===== config.mk =====
export PLATFORM = sky130hd
export DESIGN_NAME = img_rsz_blk_comp
export DESIGN_NICKNAME = d
export VERILOG_FILES = /design/src/rtl/img_rsz_blk_comp.sv
export SDC_FILE = /design/constraint.sdc
export NUM_CORES = 1
export LEC_CHECK = 0
export BUFFER_PORTS_ARGS = -buffer_cell sky130_fd_sc_hd__buf_2
export CORE_MARGIN = 2
export CORE_UTILIZATION = 60
export CTS_BUF_LIST = sky130_fd_sc_hd__clkbuf_16
export DETAILED_ROUTE_END_ITERATION = 10
export PLACE_DENSITY = 0.94
export SYNTH_ARGS = -nofsm -noshare
export SYNTH_HDL_FRONTEND = slang
export SYNTH_SLANG_ARGS = --single-unit

===== constraint.sdc =====
create_clock -name Clk -period 2.7 [get_ports Clk]
set_input_delay 0.54 -clock Clk [delete_from_list [all_inputs] [get_ports Clk]]
set_output_delay 0.54 -clock Clk [all_outputs]
set_load 0.05 [all_outputs]

===== src/rtl/img_rsz_blk_comp.sv =====
// img_rsz_blk_comp: reads a block sum and divides it by BLK_PXL_NUM with a bit-serial restoring divider.
// Define IMG_RSZ_COMP_ROUND_EN to round to nearest instead of floor.
module img_rsz_blk_comp #(
    parameter int RSZ_IMG_WIDTH_SIZE   = 8,
    parameter int RSZ_IMG_HEIGHT_SIZE  = 8,
    parameter int RSZ_IMG_WIDTH_IDX_W  = $clog2(RSZ_IMG_WIDTH_SIZE),
    parameter int RSZ_IMG_HEIGHT_IDX_W = $clog2(RSZ_IMG_HEIGHT_SIZE),
    parameter int PXL_W                = 8,
    parameter int BLK_PXL_NUM          = 16,
    parameter int SUM_W                = PXL_W + $clog2(BLK_PXL_NUM)
) (
    input  logic                            Clk,
    input  logic                            Reset,
    input  logic [RSZ_IMG_WIDTH_IDX_W-1:0]  CompBlkXIdx,
    input  logic [RSZ_IMG_HEIGHT_IDX_W-1:0] CompBlkYIdx,
    input  logic                            CompBlkVld,
    output logic                            CompBlkRdy,
    output logic                            SumRdEn,
    output logic [RSZ_IMG_WIDTH_IDX_W-1:0]  SumRdXIdx,
    output logic [RSZ_IMG_HEIGHT_IDX_W-1:0] SumRdYIdx,
    input  logic [SUM_W-1:0]                SumRdData,
    output logic [PXL_W-1:0]                RszPxlData,
    output logic [RSZ_IMG_WIDTH_IDX_W-1:0]  RszPxlXIdx,
    output logic [RSZ_IMG_HEIGHT_IDX_W-1:0] RszPxlYIdx,
    output logic                            RszPxlVld,
    input  logic                            RszPxlRdy
);
    localparam int DIV_W = SUM_W + 1;
    localparam int CNT_W = $clog2(DIV_W + 1);
    localparam logic [DIV_W:0] DVS = (DIV_W + 1)'(BLK_PXL_NUM);

    typedef enum logic [1:0] {IDLE, LOAD, DIV, OUT} state_t;

    state_t                          r_state, w_next;
    logic [RSZ_IMG_WIDTH_IDX_W-1:0]  r_x;
    logic [RSZ_IMG_HEIGHT_IDX_W-1:0] r_y;
    logic [DIV_W-1:0]                r_dvd, r_rem, w_rem_nxt, w_quo_nxt, w_ld;
    logic [DIV_W-2:0]                r_quo;
    logic [CNT_W-1:0]                r_cnt;
    logic [PXL_W-1:0]                r_pxl, w_pxl;
    logic [DIV_W:0]                  w_shift;
    logic                            r_vld, w_hs, w_ge, w_last;

    assign CompBlkRdy = (r_state == IDLE) & Reset;
    assign w_hs       = CompBlkVld & CompBlkRdy;
    assign SumRdEn    = w_hs;
    assign SumRdXIdx  = CompBlkXIdx;
    assign SumRdYIdx  = CompBlkYIdx;
    assign RszPxlData = r_pxl;
    assign RszPxlXIdx = r_x;
    assign RszPxlYIdx = r_y;
    assign RszPxlVld  = r_vld;

`ifdef IMG_RSZ_COMP_ROUND_EN
    assign w_ld = {1'b0, SumRdData} + DIV_W'(BLK_PXL_NUM >> 1);
`else
    assign w_ld = {1'b0, SumRdData};
`endif

    assign w_shift   = {r_rem, r_dvd[DIV_W-1]};
    assign w_ge      = w_shift >= DVS;
    assign w_rem_nxt = DIV_W'(w_ge ? w_shift - DVS : w_shift);
    assign w_quo_nxt = {r_quo, w_ge};
    assign w_last    = r_cnt == CNT_W'(DIV_W - 1);
    // Any quotient bit above the pixel width means the sum exceeded the nominal maximum.
    assign w_pxl     = |w_quo_nxt[DIV_W-1:PXL_W] ? '1 : w_quo_nxt[PXL_W-1:0];

    always_comb begin
        w_next = r_state;
        case (r_state)
            IDLE:    w_next = w_hs ? LOAD : IDLE;
            LOAD:    w_next = DIV;
            DIV:     w_next = w_last ? OUT : DIV;
            OUT:     w_next = RszPxlRdy ? IDLE : OUT;
            default: w_next = IDLE;
        endcase
    end

    always_ff @(posedge Clk or negedge Reset) begin
        if (!Reset) begin
            r_state <= IDLE;
            r_x     <= '0;
            r_y     <= '0;
            r_dvd   <= '0;
            r_rem   <= '0;
            r_quo   <= '0;
            r_cnt   <= '0;
            r_pxl   <= '0;
            r_vld   <= 1'b0;
        end else begin
            r_state <= w_next;
            case (r_state)
                IDLE: begin
                    if (w_hs) begin
                        r_x <= CompBlkXIdx;
                        r_y <= CompBlkYIdx;
                    end
                end
                LOAD: begin
                    r_dvd <= w_ld;
                    r_rem <= '0;
                    r_quo <= '0;
                    r_cnt <= '0;
                end
                DIV: begin
                    r_dvd <= {r_dvd[DIV_W-2:0], 1'b0};
                    r_rem <= w_rem_nxt;
                    r_quo <= w_quo_nxt[DIV_W-2:0];
                    r_cnt <= r_cnt + CNT_W'(1);
                    if (w_last) begin
                        r_pxl <= w_pxl;
                        r_vld <= 1'b1;
                    end
                end
                OUT: begin
                    if (RszPxlRdy) r_vld <= 1'b0;
                end
                default: ;
            endcase
        end
    end
endmodule


======== After elaboration in Yosys (flattened, before gate mapping) ========
Cells that the tools add are included.
operators by class
  bitwise logic cells ..................... 2
  divide/modulo/power cells ............... 0
  muxes and demuxes ....................... 13
  magnitude comparators ................... 1
  equal/unequal tests ..................... 6
  shifts and indexed selects .............. 0
  reductions and logical operators ........ 7
  add/sub/neg operators ................... 2
  multiply operators ...................... 0
operators with widths
  cell                                                  count
  one-hot mux 13 bit (2 select lines)                   2
  one-hot mux 12 bit (2 select lines)                   1
  >= comparator 14 x 5 -> 1 bit, second input constant  1
  2-to-1 mux 13 bit                                     1
  subtractor 13 x 5 -> 13 bit, second input constant    1
  2-to-1 mux 8 bit                                      1
  one-hot mux 2 bit (4 select lines)                    1
  one-hot mux 4 bit (2 select lines)                    1
  OR reduction 5 bit                                    1
  adder 4 x 1 -> 4 bit, second input constant           1
  == test 2 bit, second input constant                  2
  == test 4 bit, second input constant                  1
  2-to-1 mux 1 bit                                      4
  inequality test 2 bit, second input constant          2
  AND reduction 2 bit                                   2
  nonzero test 2 bit                                    2
  AND reduction 3 bit                                   1
  bitwise AND 1 bit                                     2
  == test 2 x 1 -> 1 bit, second input constant         1
  logical NOT 2 bit                                     1
  2-to-1 mux 2 bit                                      1
  one-hot mux 1 bit (2 select lines)                    1
word-level totals
  latch bits .............................. 0
  flip-flop bits (word level) ............. 59
  memory bits (read-only) ................. 0
  memory bits (writable) .................. 0
  memories kept ........................... 0
  input port bits ......................... 22
  output and inout bits ................... 23
  word-level logic and storage cells ...... 40

======== Depth between registers and ports, before layout ========
  depth after elaboration ................. 5
  depth in mapped cells ................... 7
  depth with buffers taken out ............ 6

======== Worst setup path after synthesis ========
Ideal clock, no wire load.
  path type ............................... reg-to-output
  start ................................... register r_state[0]
  end ..................................... output SumRdEn
  cell stages (with the launch flop) ...... 6
  setup slack ............................. 0.462 ns
  arrival time ............................ 1.698 ns
  required time ........................... 2.160 ns
  path buffers ............................ 0
  cell sequence ........................... dfrtp_1 -> inv_1 -> ha_1 -> and2_1 -> nand2_1 -> inv_1
on the way
  cells in the longest elaborated chain, start to end .. 3
RTL lines
  element                 RTL line  source
  start, declared         34        state_t r_state, w_next;
  start signal, assigned  91        r_state <= w_next;
  logical NOT 2 bit       44        assign CompBlkRdy = (r_state == IDLE) & Reset;
  bitwise AND 1 bit       44
  net CompBlkRdy          17        output logic CompBlkRdy,
  bitwise AND 1 bit       45        assign w_hs = CompBlkVld & CompBlkRdy;
  end, declared           18        output logic SumRdEn,
The timed path passes the listed nets, and every way through them passes these cells.

======== Worst setup path after layout ========
  start ................................... register r_state[1]
  end ..................................... register r_rem[11]
on the way
  cells in the longest elaborated chain, start to end .. 2
  elaborated cells on any way between the ends .. 4
  those cells by class .................... eq/ne: 2; mux: 1; reduce/logical: 1
RTL lines
  element                                                                    RTL line  source
  == test 2 bit or == test 2 x 1 -> 1 bit (tied branches)                    92        case (r_state)
  one-hot mux 13 bit (2 select lines) or nonzero test 2 bit (tied branches)  n/a
  end signal, assigned                                                       107       r_rem <= w_rem_nxt;
  end, declared                                                              37        logic [DIV_W-1:0] r_dvd, r_rem, w_rem_nxt, w_quo_nxt, w_ld;
Several ways; a longest one is shown, not always the timed one.
A chain may end at the register's enable or synchronous reset.

==> impl_results.md <==
- Number of max-cap violations: 0
- EDFF count, synth: 0
- Max Buffers Root-to-Sink: 2
- CP peak stage delay: 0.58 ns
- Initial antenna violation count: 0
- DR pass1 iterations: 5
- Clock Skews: 0.00453 ns
- TritonCTS clock tree: done
- Async SR Flop Fraction: 1.00
- Ys flop type: dfrtp_1
- ANT cells: 0
- # DRC: 0
- Netlist Area Pre-Place: 0.00279 mm²
- Cts bufs inserted: 9
- Worst reg-to-reg setup slack: 0.22 ns
- Worst path cell trace: inv_1, ha_2, clkinv_1, nor2_1, o311ai_1, o221ai_2
- HP Class: input port to asynchronous set/reset pin
- Post-route insts no fill: 365
- Die width: 72.2 µm
- H-tree Lvls: 3
- CP max FO: 26
- Setup Viol. Count Final: 0
- Power Dens Cells: 1290 mW/mm²
- Grt ovf: 0
- Delay-heaviest family, CP: adder cells
- Vias in the first global route: 2178
- Avg WL per Cell: 16.9 µm
- Clock latency on the worst-skew pair: 0.32 ns
- Root Driver: clkbuf_16
- FMAX: 403 MHz
- Worst Setup End Kind: register
- Layout cells sized above 1: 0.243
- Seq/Total Area, Yosys: 0.529
- Yosys warnings: 0
- Final setup margin: 0.219 ns
- Starting Density: 0.632
- Final instance area: 0.00331 mm²
- Clock-pin slew on the worst setup and hold paths: 0.05 ns
- Placer congestion estimate: 0.878
- Die Area: 0.00521 mm²
- DP Cell Count: 350
- Total clock sinks: 59
- PostCTS Resize Cnt: 0
- Dpl hpwl: 3880 µm
- Unrepaired setup endpoints after global routing: false
- Area grow syn2layout: 18.5%
- Leakage: 0.00148 µW
- Area leader, netlist: dfrtp_1
- Die Ht: 72.2 µm
- Count leader, synth: dfrtp_1
- Dpl cell area: 0.00300 mm²
- Worst-margin pin slew: 0.709 ns
- Largest cells by area after synthesis: dfrtp_1 (53%), o21ai_0 (4.5%), mux2i_1 (4.3%), nand3_1 (3.8%), inv_1 (3.6%)
- First-pass GRT wire length: 10400 µm
- Arrival @ worst endpoint: 2.72 ns
- Post-CTS Hold Buffers: 0
- Post-DRT Antenna Nets: 0
- GR Util All Layers: 0.264
- Iter 0 DRT Violations: 251
- Detailed Route WL: 6180 µm
- Largest net degree at the start of global routing: 60
- Syn Inst Count: 270
- Area share of the largest cell type after synthesis: 0.529
- Synth Register Bits: 59
- Synth top cells by count: dfrtp_1 (59), inv_1 (27), o21ai_0 (25)
- Post-CTS Setup Inserts: 0
- CP max-delay cell: ha_2
- Via Count: 2253
- Status: complete, no violations
- Final period util: 0.919
- Rows: 24
- Rel. slew slack: 0.527
- Layout Nets: 339
- Setup_tns: 0 ns
- Max IR drop VDD: 0.905 mV
- Worst EP required: 2.94 ns
- Syn avg cell area: 10.3 µm²
- Via-per-instance ratio: 6.17
- I/O Pins: 45
- Setup WS pre-CTS: 0.423 ns
- Critical path class: register to register
- Critical path launch point type: register
- Library cells used by synthesis: 45
- Syn nets: 300
- Core region area: 0.00441 mm²
- CP bufs+invs: 2
- Hold WS: 0.397 ns
- Port buffer count: 44
- Slew Viols, Final: 0
- Minimum clock period: 2.48 ns
- Final Hold Viols: 0
## path summary, 6_finish.rpt
kind / startpoint / endpoint / cells after the start
worst max-delay path: r_state[1] / r_rem[11] / 6
max in group asynchronous: Reset / RszPxlData[1] / 2
worst min-delay path: Reset / r_rem[0] / 2
min in group Clk: CompBlkXIdx[2] / RszPxlXIdx[2] / 2
worst min register to register: RszPxlData[1] / RszPxlData[1] / 1
worst max register to register: r_state[1] / r_rem[11] / 6
## routing by layer
| metal | vias to the layer above | part of all wire | track usage |
|---|---|---|---|
| li1 | 1033 | - | - |
| met1 | 1101 | 0.39 | 0.316 |
| met2 | 106 | 0.52 | 0.437 |
| met3 | 13 | 0.066 | 0.0861 |
| met4 | 0 | 0.021 | 0.115 |
| met5 | - | 0 | 0 |
## power breakdown
group | total [µW] | internal (µW) | leakage [µW] | switching [µW]
Combinational | 1770 | 551 | 0.000599 | 1220
Sequential | 1310 | 1130 | 0.000726 | 176
Clock | 1180 | 794 | 0.000150 | 382
Total | 4250 | 2480 | 0.00148 | 1780
## cell type report
| type | instances | area, µm² |
|---|---|---|
| well taps | 52 | 65.1 |
| fillers | 281 | 1110 |
| clock buffers | 9 | 225 |
| clock inverters | 6 | 81.3 |
| repair buffers | 48 | 250 |
| inverters | 28 | 105 |
| flip-flops and latches | 59 | 1480 |
| multi-input cells | 163 | 1100 |
## through the flow
stage,util,power [µW]
finish,0.749,4250
global placement,0.680,2950
detailed placement,0.680,3030
floorplan,-,2680
global route,0.749,4500
CTS,0.749,4250
## registers in the layout, summed over array words and instances, names as in the netlist
register	cells
r_quo	12
RszPxlVld	1
RszPxlYIdx	3
RszPxlData	8
r_state	2
r_rem	13
r_cnt	4
r_dvd	13
RszPxlXIdx	3
## layout by cell type (no fill, tap or decap), drive strengths merged, types with 2 or more instances in the layout
| cell | n |
|---|---|
| clkbuf | 9 |
| o22a | 8 |
| mux2i | 12 |
| a31oi | 2 |
| nor2b | 2 |
| mux2 | 6 |
| bufinv | 2 |
| a21oi | 13 |
| o221ai | 2 |
| nor2 | 17 |
| buf | 48 |
| nor3 | 2 |
| clkinv | 5 |
| ha | 8 |
| nand3 | 21 |
| dfrtp | 59 |
| o32ai | 3 |
| or2 | 2 |
| a32o | 2 |
| o21ai | 26 |
| or4 | 2 |
| nor4 | 4 |
| nand2 | 12 |
| a22o | 2 |
| o41ai | 3 |
| inv | 27 |
## logic make-up after synthesis
family | share of synthesized area
AOI/OAI and AO/OA | 0.167
and+or+nand+nor | 0.121
DFF | 0.529
buffers and inverters | 0.0762
muxes | 0.0673
adders and majority gates | 0.0359
xor gates and xnor gates | 0.00314
Power figures use the tool's default switching activity.
